--- config.mk ---
export PLATFORM = sky130hd
export DESIGN_NAME = fp_mul_iter
export DESIGN_NICKNAME = d
export VERILOG_FILES = /design/src/rtl/fp_mul_pkg.sv /design/src/rtl/fp_round_pack.sv /design/src/rtl/fp_mul_iter.sv
export SDC_FILE = /design/constraint.sdc
export NUM_CORES = 1
export LEC_CHECK = 0
export ABC_CLOCK_PERIOD_IN_PS = 8550
export CAP_MARGIN = 10
export CORE_MARGIN = 10
export CORE_UTILIZATION = 60
export CTS_CLUSTER_DIAMETER = 200
export DETAILED_ROUTE_END_ITERATION = 12
export PLACE_DENSITY_LB_ADDON = 0.12
export RECOVER_POWER = 100
export SETUP_SLACK_MARGIN = 0.4
export SLEW_MARGIN = 40
export SYNTH_ARGS = -nofsm -noshare
export SYNTH_HDL_FRONTEND = slang
export SYNTH_SLANG_ARGS = --single-unit
--- constraint.sdc ---
create_clock -name clk -period 8.55 [get_ports clk]
set_input_delay 0.855 -clock clk [delete_from_list [all_inputs] [get_ports clk]]
set_output_delay 0.855 -clock clk [all_outputs]
set_load 0.02 [all_outputs]
--- src/rtl/fp_mul_pkg.sv ---
// Shared types and helpers for the iterative floating-point multiplier.
// Contents: FSM state enum, rounding-mode codes, operand class enum,
// a width-generic classify function and a canonical quiet-NaN builder.
package fp_mul_pkg;

    typedef enum logic [1:0] {
        ST_IDLE,
        ST_MUL,
        ST_RND,
        ST_DONE
    } state_e;

    // Rounding-mode codes; 101..111 fall back to round-to-nearest-even
    localparam logic [2:0] RM_RNE = 3'b000;
    localparam logic [2:0] RM_RTZ = 3'b001;
    localparam logic [2:0] RM_RDN = 3'b010;
    localparam logic [2:0] RM_RUP = 3'b011;
    localparam logic [2:0] RM_RMM = 3'b100;

    typedef enum logic [1:0] {
        CLS_ZERO,
        CLS_NORM,
        CLS_INF,
        CLS_NAN
    } cls_e;

    // Widest field the helpers handle; callers zero-extend into it
    localparam int unsigned MAX_W = 64;

    // Classify a field pair; subnormals (exp == 0) are treated as zero
    function automatic cls_e classify(input logic [MAX_W-1:0] exp_f,
                                      input logic [MAX_W-1:0] frc_f,
                                      input int unsigned      exp_w);
        logic [MAX_W-1:0] ones;
        cls_e             cls;
        ones = (MAX_W'(1) << exp_w) - MAX_W'(1);
        if (exp_f == '0) begin
            cls = CLS_ZERO;
        end else if (exp_f == ones) begin
            cls = (frc_f == '0) ? CLS_INF : CLS_NAN;
        end else begin
            cls = CLS_NORM;
        end
        return cls;
    endfunction

    // Canonical qNaN: sign 0, exponent all-ones, fraction MSB set
    function automatic logic [MAX_W-1:0] canon_nan(input int unsigned exp_w,
                                                   input int unsigned frc_w);
        logic [MAX_W-1:0] r;
        r = ((MAX_W'(1) << exp_w) - MAX_W'(1)) << frc_w;
        r = r | (MAX_W'(1) << (frc_w - 1));
        return r;
    endfunction

endpackage

--- src/rtl/fp_round_pack.sv ---
// Combinational normalise / round / pack stage.
// Ports: sign_i result sign, exp_sum_i biased exponent sum (eX+eY-BIAS,
// signed), prod_i raw significand product with two integer bits,
// r_mode_i rounding mode; z_c packed result plus ovrf/udrf/nx/zer/inf flags.
module fp_round_pack
    import fp_mul_pkg::*;
#(
    parameter int unsigned EXP_W = 8,
    parameter int unsigned FRC_W = 23
) (
    input  logic                      sign_i,
    input  logic signed [EXP_W+1:0]   exp_sum_i,
    input  logic [2*FRC_W+1:0]        prod_i,
    input  logic [2:0]                r_mode_i,
    output logic [EXP_W+FRC_W:0]      z_c,
    output logic                      ovrf_c,
    output logic                      udrf_c,
    output logic                      nx_c,
    output logic                      zer_c,
    output logic                      inf_c
);

    localparam int unsigned SIG_W = FRC_W + 1;
    localparam int unsigned PRD_W = 2 * SIG_W;
    localparam int unsigned EXS_W = EXP_W + 2;
    localparam int unsigned WORD_W = 1 + EXP_W + FRC_W;
    localparam int          E_MAX = (1 << EXP_W) - 1;

    logic                    norm_n;
    logic [SIG_W-1:0]        sig;
    logic                    guard;
    logic                    sticky;
    logic                    inc;
    logic [SIG_W:0]          sig_r;
    logic                    carry;
    logic [FRC_W-1:0]        frc_r;
    logic signed [EXS_W-1:0] e_z;
    logic                    to_inf;

    // Normalise, pick the round increment, then saturate the exponent
    always_comb begin
        norm_n = prod_i[PRD_W-1];
        if (norm_n) begin
            sig    = prod_i[PRD_W-1 -: SIG_W];
            guard  = prod_i[FRC_W];
            sticky = |prod_i[FRC_W-1:0];
        end else begin
            sig    = prod_i[PRD_W-2 -: SIG_W];
            guard  = prod_i[FRC_W-1];
            sticky = |prod_i[FRC_W-2:0];
        end

        case (r_mode_i)
            RM_RTZ:  inc = 1'b0;
            RM_RDN:  inc = sign_i & (guard | sticky);
            RM_RUP:  inc = ~sign_i & (guard | sticky);
            RM_RMM:  inc = guard;
            default: inc = guard & (sticky | sig[0]);
        endcase

        case (r_mode_i)
            RM_RTZ:  to_inf = 1'b0;
            RM_RDN:  to_inf = sign_i;
            RM_RUP:  to_inf = ~sign_i;
            default: to_inf = 1'b1;
        endcase

        // A carry out leaves 1.000..0, so the shifted-out LSB is always zero
        sig_r = {1'b0, sig} + (SIG_W+1)'(inc);
        carry = sig_r[SIG_W];
        frc_r = carry ? sig_r[FRC_W:1] : sig_r[FRC_W-1:0];
        e_z   = exp_sum_i + EXS_W'(norm_n) + EXS_W'(carry);

        z_c    = {sign_i, e_z[EXP_W-1:0], frc_r};
        ovrf_c = 1'b0;
        udrf_c = 1'b0;
        zer_c  = 1'b0;
        inf_c  = 1'b0;
        nx_c   = guard | sticky;

        if (int'(e_z) <= 0) begin
            z_c    = {sign_i, {(WORD_W-1){1'b0}}};
            udrf_c = 1'b1;
            zer_c  = 1'b1;
            nx_c   = 1'b1;
        end else if (int'(e_z) >= E_MAX) begin
            ovrf_c = 1'b1;
            nx_c   = 1'b1;
            if (to_inf) begin
                z_c   = {sign_i, {EXP_W{1'b1}}, {FRC_W{1'b0}}};
                inf_c = 1'b1;
            end else begin
                z_c = {sign_i, {(EXP_W-1){1'b1}}, 1'b0, {FRC_W{1'b1}}};
            end
        end
    end

endmodule

--- src/rtl/fp_mul_iter.sv ---
// Multi-cycle IEEE-754 multiplier: radix-4 Booth significand product,
// one round/pack cycle, valid/ready handshake on both sides.
// Ports: clk, rst (sync, active-high); in_valid/in_ready with fp_X, fp_Y,
// r_mode; out_valid/out_ready with fp_Z and ovrf/udrf/nx/zer/inf/nan.
module fp_mul_iter
    import fp_mul_pkg::*;
#(
    parameter int unsigned EXP_W = 8,
    parameter int unsigned FRC_W = 23
) (
    input  logic                 clk,
    input  logic                 rst,
    input  logic                 in_valid,
    output logic                 in_ready,
    input  logic [EXP_W+FRC_W:0] fp_X,
    input  logic [EXP_W+FRC_W:0] fp_Y,
    input  logic [2:0]           r_mode,
    output logic                 out_valid,
    input  logic                 out_ready,
    output logic [EXP_W+FRC_W:0] fp_Z,
    output logic                 ovrf,
    output logic                 udrf,
    output logic                 nx,
    output logic                 zer,
    output logic                 inf,
    output logic                 nan
);

    localparam int unsigned WORD_W = 1 + EXP_W + FRC_W;
    localparam int unsigned SIG_W  = FRC_W + 1;
    localparam int unsigned PRD_W  = 2 * SIG_W;
    localparam int unsigned EXS_W  = EXP_W + 2;
    localparam int unsigned ITER   = (FRC_W + 3) / 2;
    localparam int unsigned MPL_W  = 2 * ITER + 1;
    localparam int unsigned STEP_W = $clog2(ITER);
    localparam int unsigned BIAS   = (1 << (EXP_W - 1)) - 1;

    state_e                  state_q, state_d;
    logic [STEP_W-1:0]       step_q, step_d;
    logic [PRD_W-1:0]        acc_q, acc_d;
    logic [PRD_W-1:0]        mcand_q, mcand_d;
    logic [MPL_W-1:0]        mplr_q, mplr_d;
    logic                    sign_q, sign_d;
    logic signed [EXS_W-1:0] exp_sum_q, exp_sum_d;
    logic [2:0]              rmode_q, rmode_d;
    logic [WORD_W-1:0]       z_q, z_d;
    logic                    ovrf_q, ovrf_d, udrf_q, udrf_d, nx_q, nx_d;
    logic                    zer_q, zer_d, inf_q, inf_d, nan_q, nan_d;
    logic                    out_valid_q, out_valid_d;
    logic                    in_ready_q, in_ready_d;

    cls_e                    cls_x, cls_y;
    logic [PRD_W-1:0]        pp;

    logic [WORD_W-1:0]       rp_z;
    logic                    rp_ovrf, rp_udrf, rp_nx, rp_zer, rp_inf;

    fp_round_pack #(
        .EXP_W (EXP_W),
        .FRC_W (FRC_W)
    ) u_round_pack (
        .sign_i    (sign_q),
        .exp_sum_i (exp_sum_q),
        .prod_i    (acc_q),
        .r_mode_i  (rmode_q),
        .z_c       (rp_z),
        .ovrf_c    (rp_ovrf),
        .udrf_c    (rp_udrf),
        .nx_c      (rp_nx),
        .zer_c     (rp_zer),
        .inf_c     (rp_inf)
    );

    // Operand classes seen at the input port (only used on accept)
    always_comb begin
        cls_x = classify(MAX_W'(fp_X[WORD_W-2 -: EXP_W]), MAX_W'(fp_X[FRC_W-1:0]), EXP_W);
        cls_y = classify(MAX_W'(fp_Y[WORD_W-2 -: EXP_W]), MAX_W'(fp_Y[FRC_W-1:0]), EXP_W);
    end

    // Booth partial product for the current digit; negatives wrap mod 2^PRD_W,
    // which is exact because the final product fits in PRD_W unsigned bits
    always_comb begin
        case (mplr_q[2:0])
            3'b001, 3'b010: pp = mcand_q;
            3'b011:         pp = mcand_q << 1;
            3'b100:         pp = -(mcand_q << 1);
            3'b101, 3'b110: pp = -mcand_q;
            default:        pp = '0;
        endcase
    end

    // Next-state and datapath control
    always_comb begin
        state_d     = state_q;
        step_d      = step_q;
        acc_d       = acc_q;
        mcand_d     = mcand_q;
        mplr_d      = mplr_q;
        sign_d      = sign_q;
        exp_sum_d   = exp_sum_q;
        rmode_d     = rmode_q;
        z_d         = z_q;
        ovrf_d      = ovrf_q;
        udrf_d      = udrf_q;
        nx_d        = nx_q;
        zer_d       = zer_q;
        inf_d       = inf_q;
        nan_d       = nan_q;
        out_valid_d = 1'b0;

        case (state_q)
            ST_IDLE: begin
                if (in_valid && in_ready_q) begin
                    sign_d    = fp_X[WORD_W-1] ^ fp_Y[WORD_W-1];
                    rmode_d   = r_mode;
                    exp_sum_d = EXS_W'(fp_X[WORD_W-2 -: EXP_W]) + EXS_W'(fp_Y[WORD_W-2 -: EXP_W])
                              - EXS_W'(BIAS);
                    mcand_d   = PRD_W'({1'b1, fp_X[FRC_W-1:0]});
                    // Trailing 0 seeds the first Booth triplet; top zeros keep it unsigned
                    mplr_d    = MPL_W'({1'b1, fp_Y[FRC_W-1:0], 1'b0});
                    acc_d     = '0;
                    step_d    = '0;
                    z_d       = '0;
                    ovrf_d    = 1'b0;
                    udrf_d    = 1'b0;
                    nx_d      = 1'b0;
                    zer_d     = 1'b0;
                    inf_d     = 1'b0;
                    nan_d     = 1'b0;
                    if (cls_x == CLS_NAN || cls_y == CLS_NAN ||
                        (cls_x == CLS_INF && cls_y == CLS_ZERO) ||
                        (cls_x == CLS_ZERO && cls_y == CLS_INF)) begin
                        z_d     = WORD_W'(canon_nan(EXP_W, FRC_W));
                        nan_d   = 1'b1;
                        state_d = ST_DONE;
                    end else if (cls_x == CLS_INF || cls_y == CLS_INF) begin
                        z_d     = {fp_X[WORD_W-1] ^ fp_Y[WORD_W-1], {EXP_W{1'b1}}, {FRC_W{1'b0}}};
                        inf_d   = 1'b1;
                        state_d = ST_DONE;
                    end else if (cls_x == CLS_ZERO || cls_y == CLS_ZERO) begin
                        z_d     = {fp_X[WORD_W-1] ^ fp_Y[WORD_W-1], {(WORD_W-1){1'b0}}};
                        zer_d   = 1'b1;
                        state_d = ST_DONE;
                    end else begin
                        state_d = ST_MUL;
                    end
                end
            end
            ST_MUL: begin
                acc_d   = acc_q + pp;
                mcand_d = mcand_q << 2;
                mplr_d  = mplr_q >> 2;
                step_d  = step_q + STEP_W'(1);
                if (step_q == STEP_W'(ITER - 1)) begin
                    state_d = ST_RND;
                end
            end
            ST_RND: begin
                z_d     = rp_z;
                ovrf_d  = rp_ovrf;
                udrf_d  = rp_udrf;
                nx_d    = rp_nx;
                zer_d   = rp_zer;
                inf_d   = rp_inf;
                nan_d   = 1'b0;
                state_d = ST_DONE;
            end
            ST_DONE: begin
                if (out_valid_q && out_ready) begin
                    state_d = ST_IDLE;
                end else begin
                    out_valid_d = 1'b1;
                end
            end
            default: state_d = ST_IDLE;
        endcase

        in_ready_d = (state_d == ST_IDLE);
    end

    // State and datapath registers
    always_ff @(posedge clk) begin
        if (rst) begin
            state_q     <= ST_IDLE;
            step_q      <= '0;
            acc_q       <= '0;
            mcand_q     <= '0;
            mplr_q      <= '0;
            sign_q      <= 1'b0;
            exp_sum_q   <= '0;
            rmode_q     <= '0;
            z_q         <= '0;
            ovrf_q      <= 1'b0;
            udrf_q      <= 1'b0;
            nx_q        <= 1'b0;
            zer_q       <= 1'b0;
            inf_q       <= 1'b0;
            nan_q       <= 1'b0;
            out_valid_q <= 1'b0;
            in_ready_q  <= 1'b1;
        end else begin
            state_q     <= state_d;
            step_q      <= step_d;
            acc_q       <= acc_d;
            mcand_q     <= mcand_d;
            mplr_q      <= mplr_d;
            sign_q      <= sign_d;
            exp_sum_q   <= exp_sum_d;
            rmode_q     <= rmode_d;
            z_q         <= z_d;
            ovrf_q      <= ovrf_d;
            udrf_q      <= udrf_d;
            nx_q        <= nx_d;
            zer_q       <= zer_d;
            inf_q       <= inf_d;
            nan_q       <= nan_d;
            out_valid_q <= out_valid_d;
            in_ready_q  <= in_ready_d;
        end
    end

    assign in_ready  = in_ready_q;
    assign out_valid = out_valid_q;
    assign fp_Z      = z_q;
    assign ovrf      = ovrf_q;
    assign udrf      = udrf_q;
    assign nx        = nx_q;
    assign zer       = zer_q;
    assign inf       = inf_q;
    assign nan       = nan_q;

endmodule

# --- Word-level counts from Yosys, hierarchy flattened ---
# Cells that the tools add are included.
word_totals:
  word_cells: 145
  input_bits: 71
  output_inout_bits: 40
  regBits: 183
op_classes:
  mux: 61
  n_eq_ne: 21
  n_bitwise: 8
  reduce_logical: 27
  magnitude_cmp: 2
  addsub: 9
ops:
  columns: ["operator", "count"]
  rows:
  - ["48-bit one-hot mux with 2 select lines", 2]
  - ["48-bit one-hot mux with 4 select lines", 1]
  - ["32-bit two-way mux", 4]
  - ["48-bit two-way mux", 2]
  - ["48-bit negation", 2]
  - ["32-bit one-hot mux with 2 select lines", 1]
  - ["31-bit two-way mux", 2]
  - ["27-bit one-hot mux with 2 select lines", 1]
  - ["48-bit adder", 1]
  - ["24-bit two-way mux", 2]
  - ["23-bit zero test", 2]
  - ["27-bit two-way mux", 1]
  - ["24-bit by 1-bit adder with 25-bit output", 1]
  - ["1-bit two-way mux", 23]
  - ["23-bit two-way mux", 1]
  - ["23-bit OR reduction", 1]
  - ["22-bit OR reduction", 1]
  - ["10-bit by 1-bit adder with 10-bit output", 2]
  - ["2-bit two-way mux", 10]
  - ["8-bit equality test, second input constant", 2]
  - ["8-bit zero test", 2]
  - ["2-bit equality test, second input constant", 6]
  - ["3-bit by 2-bit equality test with 1-bit output, second input constant", 4]
  - ["3-bit equality test, second input constant", 4]
  - ["other kinds (25)", 50]

# --- Logic depth before layout (Yosys ltp) ---
# Gate-level depths: netlist of the first run.
depth:
  depth_word: 12
  depth_mapped: 32

# --- Modules after synthesis ---
# A second synthesis of the first run with hierarchy kept.
hier_totals:
  cells_unflattened: 1921
  area_unflattened_um2: 14083.5
by_module_without_submodules:
  columns: ["mod", "cells_per_inst", "area_each_um2", "seq_area_each_um2", "n_inst"]
  rows:
  - ["fp_mul_iter", 1635, 12126.6, 3623.5, 1]
  - ["fp_round_pack", 286, 1956.9, 0.0, 1]

# --- Least setup slack after synthesis of the first run ---
# Ideal clock, no wire load.
synth_timing:
  kind: "reg2reg"
  from: "register acc_q[47]"
  to: "register z_q[11] (netlist: fp_Z[11])"
  path_buffers: 7
  required_ns: 8.433
  path_stages_with_launch: 31
  arrival_time_ns: 6.009
  slack_ns: 2.424
  cell_sequence: "dfxtp_1 > buf_4 > clkbuf_1 > clkbuf_1 > clkbuf_1 > mux2i_1 > and2_1 > nor2_1 > ha_1 > ha_1 > nand2_1 > a2111oi_2 > and3_1 > buf_2 > nand3_1 > nor3_1 > clkbuf_1 > xor2_1 > ha_1 > a41o_1 > ha_1 > and3_1 > nor3_1 > a31oi_1 > nor4_1 > o21ai_0 > a21oi_1 > a211o_1 > a21oi_1 > buf_2 > a22o_1"
synth_via:
  elab_chain_cells: 10
  elab_cells_between_ends: 18
  classes_between: "3 x add/sub; 2 x order compare; 8 x mux; 5 x bitwise"
synth_rtl:
  columns: ["element", "line", "source"]
  rows:
  - ["start, declared", "fp_mul_iter.sv:40", "logic [PRD_W-1:0] acc_q, acc_d;"]
  - ["start signal, assigned", "fp_mul_iter.sv:186", "acc_q <= '0;"]
  - ["start signal, assigned", "fp_mul_iter.sv:204", "acc_q <= acc_d;"]
  - ["1-bit two-way mux / 24-bit two-way mux (equally long branches)", "fp_round_pack.sv:43", "if (norm_n) begin"]
  - ["1-bit OR (on tied branches)", "fp_round_pack.sv:58, fp_round_pack.sv:55, fp_round_pack.sv:56", null]
  - ["1-bit bitwise AND (on tied branches)", "fp_round_pack.sv:58, fp_round_pack.sv:55, fp_round_pack.sv:56", null]
  - ["1-bit one-hot mux with 4 select lines", "fp_round_pack.sv:53", "case (r_mode_i)"]
  - ["24-bit by 1-bit adder with 25-bit output", "fp_round_pack.sv:69", "sig_r = {1'b0, sig} + (SIG_W+1)'(inc);"]
  - ["10-bit by 1-bit adder with 10-bit output", "fp_round_pack.sv:72", "e_z = exp_sum_i + EXS_W'(norm_n) + EXS_W'(carry);"]
  - ["10-bit by 9-bit greater-or-equal comparator with 1-bit output", "fp_round_pack.sv:86", "end else if (int'(e_z) >= E_MAX) begin"]
  - ["31-bit two-way mux", "fp_round_pack.sv:86", null]
  - ["31-bit two-way mux (*)", "fp_round_pack.sv:81", "if (int'(e_z) <= 0) begin"]
  - ["32-bit one-hot mux with 2 select lines (*)", "fp_mul_iter.sv:111", "case (state_q)"]
  - ["end signal, assigned", "fp_mul_iter.sv:210", "z_q <= z_d;"]
  - ["end, declared", "fp_mul_iter.sv:46", "logic [WORD_W-1:0] z_q, z_d;"]
# Every way passes the cells marked *; elsewhere a longest branch is shown, timed or not.
# A chain may end at the register's enable or synchronous reset.

# --- Worst setup path in the final report of the first run ---
layout_timing:
  from: "register acc_q[1]"
  to: "register z_q[5] (netlist: fp_Z[5])"
layout_via:
  elab_chain_cells: 11
  elab_cells_between_ends: 17
  classes_between: "2 x add/sub; 2 x order compare; 6 x mux; 5 x bitwise; 2 x reduce/logical"
layout_rtl:
  columns: ["element", "line"]
  rows:
  - ["23-bit OR reduction / 22-bit OR reduction (equally long branches)", "fp_round_pack.sv:46, fp_round_pack.sv:50"]
  - ["1-bit two-way mux (*)", "fp_round_pack.sv:43"]
  - ["1-bit OR (on tied branches)", "fp_round_pack.sv:58, fp_round_pack.sv:55, fp_round_pack.sv:56"]
  - ["1-bit bitwise AND (on tied branches)", "fp_round_pack.sv:58, fp_round_pack.sv:55, fp_round_pack.sv:56"]
  - ["1-bit one-hot mux with 4 select lines (*)", "fp_round_pack.sv:53"]
  - ["24-bit by 1-bit adder with 25-bit output (*)", "fp_round_pack.sv:69"]
  - ["10-bit by 1-bit adder with 10-bit output", "fp_round_pack.sv:72"]
  - ["10-bit by 9-bit greater-or-equal comparator with 1-bit output", "fp_round_pack.sv:86"]
  - ["31-bit two-way mux", "fp_round_pack.sv:86"]
  - ["31-bit two-way mux (*)", "fp_round_pack.sv:81"]
  - ["32-bit one-hot mux with 2 select lines (*)", "fp_mul_iter.sv:111"]
# Marked as above.

==> flow_metrics.tcl, run 1 <==
set metrics [dict create \
    status "finished with violations" \
    violations "capacitance limit, slew limit" \
    clkTransAtPathRegs_ps 80 \
    power_density_nw_per_um2 170 \
    slew_viol_final 145 \
    critical_path_class "flop to flop" \
    syn_area_sq_um 13700 \
    htreeDepth 4 \
    via_per_inst 6.53 \
    leakagePower_nw 6.13 \
    worstHoldStart "fp_Z[14]" \
    io_buffers 110 \
    fillers 1961 \
    synth-compound-area-share_pct 27.5 \
    ys_types 79 \
    num_vias 14297 \
    switching_power_uw 971 \
    critPathLaunchType "flop" \
    postRouteAntennaNets 0 \
    hp-class "flop to flop" \
    setup_tns_ps 0 \
    critPathBufInv 1 \
    grt_pass1_vias 13210 \
    drc 0 \
    met2_usage_pct 45.0 \
    synthFlopType "dfxtp_1" \
    synth-seq-cells 181 \
    timing.rr.end "fp_Z[5]" \
    cts-root-buf "clkbuf_16" \
    clk_latency_ps 440 \
    cts_made_buffers 17 \
    tightest_slew_ps 3360 \
    cts_tree "built" \
    intPower_mw 1.64 \
    synthTopCellsByArea "dfxtp_1 26%, a21oi_1 6.6%, nand2_1 6.6%" \
    antenna_found_initial 0 \
    hold_depth 2 \
    ys_seq_area_share_pct 26.4 \
    ff2ff_path_depth 25 \
    die_area_sq_um 29300 \
    grt_max_degree 90 \
    gp_congestion 0.924 \
    synth_fp_nets 2043 \
    crit_arrival_ps 7250 \
    first_pass_iters 5 \
    worstReg2RegStart "acc_q[1]" \
    clock_skew_ps 13.2 \
    critical_path_required_ps 8880 \
    fmax_mhz 144 \
    die-height_um 171 \
    use_met3_pct 5.81 \
    cpMostUsedCell "ha_1" \
    synth_top_cell_area_share_pct 26.4 \
    finalHoldViolCount 0 \
    grt.busiest_layer "met2" \
    rsz0062_at_grt "false" \
    min_period_ps 6920 \
    syn_area_per_cell_sq_um 7.21 \
    critical_path.top_delay_family "compound AO/OA/AOI/OAI gates" \
    seqPwrFrac_pct 36.7 \
    antennaDiodeCount 0 \
    relSlewSlack_pct -124 \
    track_usage_pct 28.0 \
    final_nets 2035 \
    slowest_stage "a2111oi_0" \
    setup_viol 0 \
    core_sq_um 22600 \
    synth.area.mux_share_pct 1.87 \
    min_to "fp_Z[14]" \
    async_flop_share_pct 0 \
    syn_inst 1901 \
    cts_resized 0 \
    grt_overflow 0 \
    synth.most_common_cell "nand2_1" \
    synth_top_cells_by_count "240 x nand2_1, 191 x nor2_1, 182 x a21oi_1, 181 x dfxtp_1, 137 x o21ai_0" \
    final_cell_area_sq_um 15400 \
    wl_per_cell_um 19.1 \
    synth_top_cell_by_area "dfxtp_1" \
    grt_first_pass_wirelength_mm 67.4 \
    hold_ws_ps 452 \
    wl_mm 41.8 \
    initial_core_util_pct 60.7 \
    synth_fa_ha_area_share_pct 6.59 \
    postCtsSetupBuffers 0 \
    rows 55 \
    path_max_fanout 14 \
    area_growth_pct 12.1 \
    postCtsHoldBufs 0 \
    switching_share_pct 37.2 \
    yosysWarnings 0 \
    end_kind "flop" \
    grt.met1_usage_pct 36.6 \
    die_x_um 171 \
    synthSimpleGateAreaFrac_pct 24.9 \
    p_clk_share_pct 32.2 \
    dp_hpwl_mm 29.9 \
    synth_top_family_by_area "compound AO/OA/AOI/OAI gates" \
    drive_gt1_share_pct 4.98 \
    post_dp_cell_area_sq_um 14800 \
    drv_cap 2 \
    fin_crit_sh_pct 81.0 \
    cts_buffer_depth 2 \
    max_stage_delay_ps 690 \
    pwr-share-comb_pct 31.1 \
    synth_xor_area_share_pct 7.47 \
    rrSetupSlack_ps 1630 \
    io_pins 111 \
    cts.sinks 181 \
    synth_edf_count 0 \
    drt_iter0_markers 1434 \
    peakVddDrop_mv 0.149 \
]
## per-stage QoR
stage | power (mW) | setup WS [ps] | cells | util, %
after floorplan | 1.53 | 2420 | 1901 | -
after global placement | 1.74 | 2520 | 2157 | 65.2
after detailed placement | 1.76 | 2340 | 2159 | 65.4
after CTS | 2.60 | 2320 | 2191 | 68.1
after global routing | 2.73 | 1090 | 2191 | 68.1
final | 2.61 | 1630 | 2191 | 68.1
## per-layer routing
metal / part of all wire [%] / wire length, um / vias up
met4: 2.7 / 1120 / 0
met2: 46 / 19300 / 619
met5: 0 / 0 / -
met1: 43 / 17800 / 6752
li1: - / - / 6852
met3: 8.6 / 3580 / 74
## cells in the final DEF, fill, tap and decap left out, types with 8 or more instances in the layout
cell / synthesis / layout
nor3_1: 37 / 35
dfxtp_1: 181 / 180
nor4_1: 49 / 49
o221ai_1: 8 / 8
o21a_1: 16 / 16
mux2i_1: 20 / 20
nand2_1: 240 / 238
ha_1: 69 / 69
inv_1: 30 / 30
a22o_1: 14 / 14
a22oi_1: 69 / 69
o22ai_1: 9 / 9
nand2b_1: 17 / 16
a21oi_1: 182 / 182
nand3_1: 68 / 67
a211oi_1: 18 / 18
xnor2_1: 58 / 58
or3_1: 21 / 21
clkdlybuf4s50_1: 0 / 68
nor2_1: 191 / 188
nor2b_1: 13 / 12
and2_1: 10 / 10
o21ai_0: 137 / 137
xor2_1: 57 / 57
dlygate4sd3_1: 0 / 41
nand4_1: 18 / 18
o211ai_1: 9 / 9
a31oi_1: 19 / 19
buf_4: 1 / 11
o31ai_1: 12 / 12
clkbuf_16: 0 / 17
and3_1: 16 / 16
or2_2: 9 / 9
nand3b_1: 10 / 10
a21o_1: 39 / 39
## tightest hold or removal path: stages, from the launching register on
cell and delay (ps):
dfxtp_1 330, nand2_1 40, o21ai_0 50
## worst max path at each step
stage | slack [ps] | start | cells past startpoint | end
5_1_grt | 1090 | acc_q[1] | 25 | fp_Z[1]
4_1_cts | 2320 | acc_q[1] | 25 | fp_Z[5]
6_report | 1630 | acc_q[1] | 25 | fp_Z[5]
3_5_place_dp | 2340 | acc_q[1] | 25 | fp_Z[5]
2_1_floorplan | 2420 | acc_q[47] | 30 | fp_Z[11]
3_3_place_gp | 2520 | acc_q[18] | 25 | fp_Z[11]
## power by group through the flow
stage          Combinational (mW)  Sequential [mW]  Clock, mW
5_1_grt                     0.889            0.964      0.879
6_report                    0.813            0.958      0.841
4_1_cts                     0.794            0.955      0.847
2_1_floorplan               0.598            0.937          0
3_5_place_dp                0.788            0.975          0
3_3_place_gp                0.765            0.972          0
## sequential cells by signal, indices dropped and copies added (netlist names), 2 cells and up
register	cells
acc_q	48
exp_sum_q	10
fp_Z	32
mcand_q	48
mplr_q	25
rmode_q	3
state_q	2
step_q	4
## kinds of logic after synthesis
| family | Yosys count |
|---|---|
| buffers and inverters | 185 |
| and+or+nand+nor | 726 |
| DFF | 181 |
| adders and majority gates | 71 |
| xor gates and xnor gates | 116 |
| muxes | 25 |
| AOI/OAI and AO/OA | 597 |
## layout make-up
| cell class | instances | area [sq um] | area share [%] |
|---|---|---|---|
| Tap cell | 285 | 357 | 2.32 |
| Multi-Input combinational cell | 1535 | 9410 | 61.2 |
| Inverter | 31 | 116 | 0.757 |
| Clock buffer | 17 | 425 | 2.77 |
| Timing Repair Buffer | 127 | 1250 | 8.13 |
| Clock inverter | 15 | 189 | 1.23 |
| Sequential cell | 181 | 3620 | 23.6 |
No activity file was read; power rests on OpenSTA's default activity.
==> run 2: changes to the inputs <==
--- a/config.mk
+++ b/config.mk
@@ -5,10 +5,10 @@
 export SDC_FILE = /design/constraint.sdc
 export NUM_CORES = 1
 export LEC_CHECK = 0
-export ABC_CLOCK_PERIOD_IN_PS = 8550
+export ABC_CLOCK_PERIOD_IN_PS = 5920
 export CAP_MARGIN = 10
 export CORE_MARGIN = 10
-export CORE_UTILIZATION = 60
+export CORE_UTILIZATION = 54
 export CTS_CLUSTER_DIAMETER = 200
 export DETAILED_ROUTE_END_ITERATION = 12
 export PLACE_DENSITY_LB_ADDON = 0.12
==> constraint.sdc (replaced) <==
create_clock -name clk -period 5.92 [get_ports clk]
set_input_delay 0.592 -clock clk [delete_from_list [all_inputs] [get_ports clk]]
set_output_delay 0.592 -clock clk [all_outputs]
set_load 0.02 [all_outputs]
==> run 2 against run 1 <==
Net effect: the flow still finishes with violations (capacitance limit, slew limit); utilization is 5.9 points lower; total power is 47% higher; clock skew is 1.8 ps higher; design area is 1.6% higher; maximum frequency is 27% higher; sequential cell count stayed put; critical path depth is 2 higher; first-iteration DRC count is 2.2% lower; non-clock buffer count is 18 higher; worst hold slack worse by 3.4 ps; sequential power is 45% higher; wire length is 4.1% higher; critical endpoint is now fp_Z[22].
==> flow_metrics.tcl, run 2 (synthesis gave the netlist of run 1 again) <==
set metrics [dict create \
    status "finished with violations" \
    violations "capacitance limit, slew limit" \
    grt.busiest_layer "met2" \
    track_usage_pct 26.4 \
    cts_buffer_depth 2 \
    seqCellArea_sq_um 3620 \
    finalHoldViolCount 0 \
    crit_arrival_ps 5720 \
    rsz0062_at_grt "true" \
    io_pins 111 \
    grt_overflow 0 \
    drc 0 \
    first_pass_iters 7 \
    critical_path.top_delay_family "compound AO/OA/AOI/OAI gates" \
    wl_per_cell_um 19.3 \
    met2_usage_pct 41.4 \
    rows 58 \
    multi_input_area_sq_um 9520 \
    max_stage_delay_ps 350 \
    grt.met1_usage_pct 36.1 \
    layout.cells.non_filler 2253 \
    slew_viol_final 395 \
    hp-class "flop to flop" \
    die_area_sq_um 32200 \
    fmax_mhz 183 \
    final_util_pct 62.2 \
    setup_viol 0 \
    critical_path_class "flop to flop" \
    clk_latency_ps 450 \
    critPathBufInv 1 \
    cts-root-buf "clkbuf_16" \
    via_per_inst 6.33 \
    drive_gt1_share_pct 6.24 \
    core_sq_um 25100 \
    path_max_fanout 12 \
    clock_skew_ps 15.0 \
    hold_ws_ps 449 \
    dp_hpwl_mm 30.7 \
    p_total_mw 3.83 \
    slowest_stage "dfxtp_1" \
    initial_core_util_pct 54.6 \
    die-height_um 179 \
    final_cell_mix "240 x nand2_1, 188 x nor2_1, 180 x a21oi_1, 180 x dfxtp_1, 131 x o21ai_0" \
    drv_cap 7 \
    cts_tree "built" \
    antenna_found_initial 0 \
    drt_iter0_markers 1403 \
    power_density_nw_per_um2 245 \
    grt_max_degree 82 \
    final_nets 2053 \
    end_kind "flop" \
    grt_first_pass_wirelength_mm 69.2 \
    fin_crit_sh_pct 92.3 \
    gp_congestion 0.910 \
    cts.sinks 181 \
    antennaDiodeCount 0 \
    relSlewSlack_pct -165 \
    cpMostUsedCell "ha_1" \
    min_period_ps 5460 \
    postCtsHoldBufs 0 \
    critical_path_required_ps 6180 \
    fillers 2349 \
    clkTransAtPathRegs_ps 80 \
    use_met3_pct 5.30 \
    critPathLaunchType "flop" \
    num_vias 14256 \
    peakVddDrop_mv 0.176 \
    area_growth_pct 13.9 \
    tightest_slew_ps 3980 \
    final_common_cell "nand2_1" \
    die_x_um 179 \
    wl_mm 43.5 \
    setup_tns_ps 0 \
    cts_made_buffers 17 \
    postRouteAntennaNets 0 \
    place_inst 2217 \
    leakagePower_nw 6.22 \
    grt_pass1_vias 13194 \
    io_buffers 110 \
    htreeDepth 4 \
]
[run 2: cell count changes in the layout (fill, tap and decap cells not counted), moves of 4 or more]
cell      previous run  this run
buf_4               11        28
o21ai_0            137       131
o21ai_1              2         8
clkbuf_1             3         7
nor4_1              49        45
[run 2: layout make-up]
| type | instances | area share (%) |
|---|---|---|
| Multi-Input combinational cell | 1535 | 60.9 |
| Sequential cell | 181 | 23.2 |
| Timing Repair Buffer | 145 | 8.53 |
| Clock buffer | 17 | 2.72 |
| Tap cell | 330 | 2.64 |
| Clock inverter | 14 | 1.23 |
| Inverter | 31 | 0.745 |
[run 2: path summary, 6_finish.rpt]
| path | slack (ps) | to | cells after the start | startpoint |
|---|---|---|---|---|
| max | 460 | fp_Z[22] | 27 | acc_q[14] |
| max reg2reg | 460 | fp_Z[22] | 27 | acc_q[14] |
| min reg2reg | 450 | fp_Z[2] | 2 | fp_Z[2] |
| min | 450 | fp_Z[2] | 2 | fp_Z[2] |
[run 2: worst reg2reg max path: cells and delay by family (launching register included)]
family          cells  cell delay, ps
buf+inv             1             160
compound gates     11            2060
flops               1             350
simple gates       10            1690
xor+xnor            1             150
fa+ha+maj           4             850
[run 2: power by group]
part	switching [mW]	internal [mW]	leakage (nW)
clock network	0.569	0.679	0.297
registers	0.103	1.28	1.47
logic	0.745	0.454	4.45
[run 2: per-layer routing]
layer | vias to the layer above | wire [um] | share of wire, %
li1 | 6878 | - | -
met5 | - | 0 | 0
met4 | 0 | 999 | 2.3
met1 | 6817 | 19400 | 45
met2 | 502 | 19700 | 45
met3 | 59 | 3350 | 7.7
[run 2: timing repair]
action                                  4_1_cts  5_1_grt
buffers inserted                              0        5
resized for setup                             2       32
endpoints found under the setup margin       23       44
pin swaps                                     0        4
[run 2: through the flow]
step                      worst slack (ps)  instance area, sq um
after floorplan                        406                 13700
after global placement                 288                 14900
after detailed placement               155                 14900
after CTS                              404                 15500
after global routing                   159                 15600
final                                  456                 15600
==> run 3: changes to the inputs <==
--- a/config.mk
+++ b/config.mk
@@ -7,7 +7,7 @@
 export LEC_CHECK = 0
 export ABC_CLOCK_PERIOD_IN_PS = 5920
 export CAP_MARGIN = 10
-export CORE_MARGIN = 10
+export CORE_MARGIN = 4
 export CORE_UTILIZATION = 54
 export CTS_CLUSTER_DIAMETER = 200
 export DETAILED_ROUTE_END_ITERATION = 12
==> run 3 against run 2 <==
Net effect: the run still ends with capacitance limit, slew limit left; utilization is 0.055 points higher; worst hold slack better by 8.2 ps; critical path depth down 9; cell count barely moved; clock skew up 1.5 ps; count of clock-buffer cells in the layout unchanged; maximum frequency increased by 2.2%.
==> flow_metrics.tcl, run 3 (synthesis gave the netlist of run 1 again) <==
set metrics [dict create \
    slew_viol_final 302 \
    cts.sinks 181 \
    via_per_inst 6.36 \
    cts_buffer_depth 2 \
    grt_max_degree 89 \
    rows 58 \
    leakagePower_nw 6.20 \
    antennaDiodeCount 0 \
    min_to "fp_Z[9]" \
    area_growth_pct 14.0 \
    gp_congestion 0.918 \
    drv_cap 5 \
    tightest_slew_ps 3650 \
    setup_tns_ps 0 \
    final_cell_mix "239 x nand2_1, 190 x nor2_1, 180 x dfxtp_1" \
    fmax_mhz 187 \
    setup_viol 0 \
    initial_core_util_pct 54.6 \
    critPathLaunchType "flop" \
    peakVddDrop_mv 0.212 \
    cts_tree "built" \
    hold_ws_ps 457 \
    status "finished with violations" \
    fillers 2362 \
    clk_latency_ps 450 \
    antenna_found_initial 0 \
    clkTransAtPathRegs_ps 80 \
    post_dp_cell_area_sq_um 14900 \
    final_cell_area_sq_um 15600 \
    hold_depth 2 \
    die_x_um 167 \
    finalHoldViolCount 0 \
    postCtsHoldBufs 0 \
    clock_skew_ps 16.5 \
    hp-class "flop to flop" \
    drive_gt1_share_pct 6.45 \
    num_vias 14320 \
    critical_path_required_ps 6240 \
    grt_overflow 0 \
    ff2ff_path_depth 18 \
    wl_per_cell_um 18.9 \
    wl_mm 42.5 \
    power_density_nw_per_um2 241 \
    min_period_ps 5350 \
    die_area_sq_um 28000 \
    cts-root-buf "clkbuf_16" \
    end_kind "flop" \
    path_max_fanout 9 \
    htreeDepth 4 \
    io_buffers 110 \
    drt_iter0_markers 1276 \
    die-height_um 167 \
    drc 0 \
    track_usage_pct 28.9 \
    violations "capacitance limit, slew limit" \
    final_common_cell "nand2_1" \
    rsz0062_at_grt "false" \
    io_pins 111 \
    core_sq_um 25100 \
    worstHoldStart "fp_Z[9]" \
    first_pass_iters 6 \
    dp_hpwl_mm 29.9 \
    relSlewSlack_pct -144 \
    critical_path_class "flop to flop" \
    postRouteAntennaNets 0 \
    rrSetupSlack_ps 570 \
    crit_arrival_ps 5670 \
    grt_pass1_vias 12839 \
    grt_first_pass_wirelength_mm 67.0 \
    fin_crit_sh_pct 90.4 \
    timing.rr.end "acc_q[40]" \
    worstReg2RegStart "mcand_q[18]" \
    final_nets 2050 \
    cts_made_buffers 17 \
]
==> run 3: what timing repair did <==
action | in CTS | in global routing
setup endpoints to repair | 22 | 47
hold endpoints to repair | 0 | 0
setup buffers | 0 | 1
pin swaps | 0 | 1
resized for setup | 3 | 32
gates cloned | 0 | 1
==> run 3: per-layer routing <==
metal | up-vias | part of all wire (%) | global-route usage (%)
met3 | 58 | 7.8 | 4.70
met5 | - | 0 | 0
met2 | 559 | 45 | 45.0
li1 | 6884 | - | -
met1 | 6819 | 45 | 41.6
met4 | 0 | 2.2 | 7.59
==> run 3: area by class of cell <==
type,count,area [sq um],area share (%)
flip-flops and latches,181,3620,23.2
repair buffers,141,1310,8.38
well taps,330,413,2.64
clock buffers,17,425,2.72
inverters,31,116,0.744
multi-input cells,1536,9580,61.3
clock inverters,15,168,1.07
==> run 3: stage by stage <==
stage          util [%]  setup WS, ps  power (mW)  std cells
6_report           62.3           571        3.76       2251
5_1_grt            62.3           214        3.94       2251
4_1_cts            61.8           411        3.73       2249
3_3_place_gp       59.3           282        2.53       2217
3_5_place_dp       59.4           159        2.55       2217
2_1_floorplan         -           406        2.22       1901
==> run 3: critical path, stage by stage, from the launching register on <==
cell       delay [ps]
dfxtp_1           410
or3_4             440
or4_4             530
or3_2             540
or2_2             320
o31ai_1           310
xor2_1            100
o21ai_0           340
ha_1              380
a21o_1            200
a21oi_1           230
inv_1              60
a2111oi_0         290
a21bo_1           300
a41oi_2           250
o21bai_1          100
a21oi_1           180
xor2_1            150
o21ai_0            70
==> run 3: worst max-delay path by stage <==
| stage | depth (start not counted) | startpoint | to |
|---|---|---|---|
| after global routing | 26 | acc_q[18] | fp_Z[22] |
| final | 18 | mcand_q[18] | acc_q[40] |
| after floorplan | 31 | acc_q[47] | fp_Z[11] |
| after global placement | 25 | acc_q[14] | fp_Z[21] |
| after CTS | 25 | acc_q[2] | fp_Z[23] |
| after detailed placement | 25 | acc_q[2] | fp_Z[21] |
==> run 3: power by group <==
group	leakage, nW	total [mW]	internal [mW]	switching, mW
logic	4.44	1.19	0.454	0.739
registers	1.47	1.39	1.28	0.105
clock network	0.282	1.18	0.600	0.580
total	6.20	3.76	2.34	1.42
==> RTL change: new RTL, config.mk and constraints of run 2 <==
Re-encode `state_e` (4 states) as one-hot, 4 bits wide.
--- a/src/rtl/fp_mul_pkg.sv
+++ b/src/rtl/fp_mul_pkg.sv
@@ -3,11 +3,11 @@
 // a width-generic classify function and a canonical quiet-NaN builder.
 package fp_mul_pkg;
 
-    typedef enum logic [1:0] {
-        ST_IDLE,
-        ST_MUL,
-        ST_RND,
-        ST_DONE
+    typedef enum logic [3:0] {
+        ST_IDLE = 4'b0001,
+        ST_MUL  = 4'b0010,
+        ST_RND  = 4'b0100,
+        ST_DONE = 4'b1000
     } state_e;
 
     // Rounding-mode codes; 101..111 fall back to round-to-nearest-even
Function: same outputs for any inputs over 4 cycles, from zero or initial values and one cycle with rst high; so few cycles prove little.
==> RTL change against run 2 <==
First-iteration DRC count shrank 7.3%; largest cell class unchanged; wire length up 2.1%; worst setup slack got worse by 0.19 ns; sequential cell count is 2 higher; the flow still finishes with violations (capacitance limit, slew limit); final area increased by 4.6%; total power is 1.9% higher; sequential share of layout area down 0.76 points; count of clock-buffer cells in the layout unchanged; area after synthesis up 0.72%; clock skew up 0.0051 ns; fmax fell by 3.4%.
==> RTL change: results (changes against run 2) <==
outcome finished, violations left (unchanged); failing checks capacitance limit, slew limit (unchanged); Placement Cell Area 15140 um^2 (was 14900 um^2); library cells used by synthesis 77 (was 79); synth cell count leaders nand2_1 (314), dfxtp_1 (183), a21oi_1 (177) (was nand2_1 (240), nor2_1 (191), a21oi_1 (182)); sequential cell count 183 (was 181); WL final 44.40 mm (was 43.51 mm); Clock power frac 0.329 (was 0.326); max cap viols 6 (was 7); nonclk buf count 186 (was 145); Clock Network Area Fraction 0.04006 (was 0.03949); Worst VDD drop 0.1943 mV (was 0.1756 mV); crit-path max FO 5 (was 12); Multi-In Gates 1565 (was 1535); multi-input combinational area share 0.5975 (was 0.6092); initial drt markers 1301 (was 1403); placed cell count 2274 (was 2217); register area 3666 um^2 (was 3625 um^2); max-slew violation count 279 (was 395); min-delay src fp_Z[18] (was fp_Z[2]); P_sw 1435 uW (was 1417 uW); Syn Inst Count 1937 (was 1901); WHS Endpoint fp_Z[18] (was fp_Z[2]); Top delay family on crit path simple AND/OR/NAND/NOR gates (was compound AO/OA/AOI/OAI gates); Ant. Diodes 1 (was 0); placer congestion estimate 0.9520 (was 0.9095); Fmax 176.8 MHz (was 183.0 MHz); layout cells sized above 1 0.09036 (was 0.06240); crit path from mcand_q[0] (was acc_q[14]); CP peak stage delay 0.52 ns (was 0.35 ns); pin count of the biggest net entering global routing 86 (was 82); CP arrival 5.90 ns (was 5.72 ns); Leak Pwr 0.006425 uW (was 0.006220 uW); Worst Skew 0.02012 ns (was 0.01500 ns); Layout area overhead 18.30% (was 13.94%); r2r endpoint acc_q[47] (was fp_Z[22]); HPWL Detailed 31.22 mm (was 30.72 mm); # Post-CTS Setup Buffers 11 (was 0); vias per cell 6.292 (was 6.328); Final nets 2132 (was 2053); Non-clk invs 37 (was 31); worst r2r path cells 23 (was 27); Worst Tran Pin Value 4.081 ns (was 3.982 ns)
==> RTL change: cell count changes after synthesis, moves of 18 or more <==
cell,delta
nor2_1,-38
nor4_1,-22
o21ai_0,+23
a311oi_1,+18
nand2_1,+74
==> RTL change: layer usage <==
layer	GRT usage	routed length [um]	vias up
met5	0	0	-
met2	0.4094	20590	604
met1	0.3441	19590	6912
li1	-	-	7103
met3	0.04398	3263	66
met4	0.06748	957	0
==> RTL change: kinds of logic (layout without fill, tap and decap cells) <==
| group | count (synthesis) | after routing | share of synthesized area |
|---|---|---|---|
| AOI/OAI and AO/OA | 613 | 613 | 0.2792 |
| other | 0 | 1 | 0 |
| xor gates and xnor gates | 118 | 118 | 0.07485 |
| and+or+nand+nor | 749 | 749 | 0.2508 |
| muxes | 14 | 14 | 0.01033 |
| adders and majority gates | 71 | 71 | 0.06543 |
| buffers and inverters | 189 | 255 | 0.05401 |
| DFF | 183 | 183 | 0.2653 |
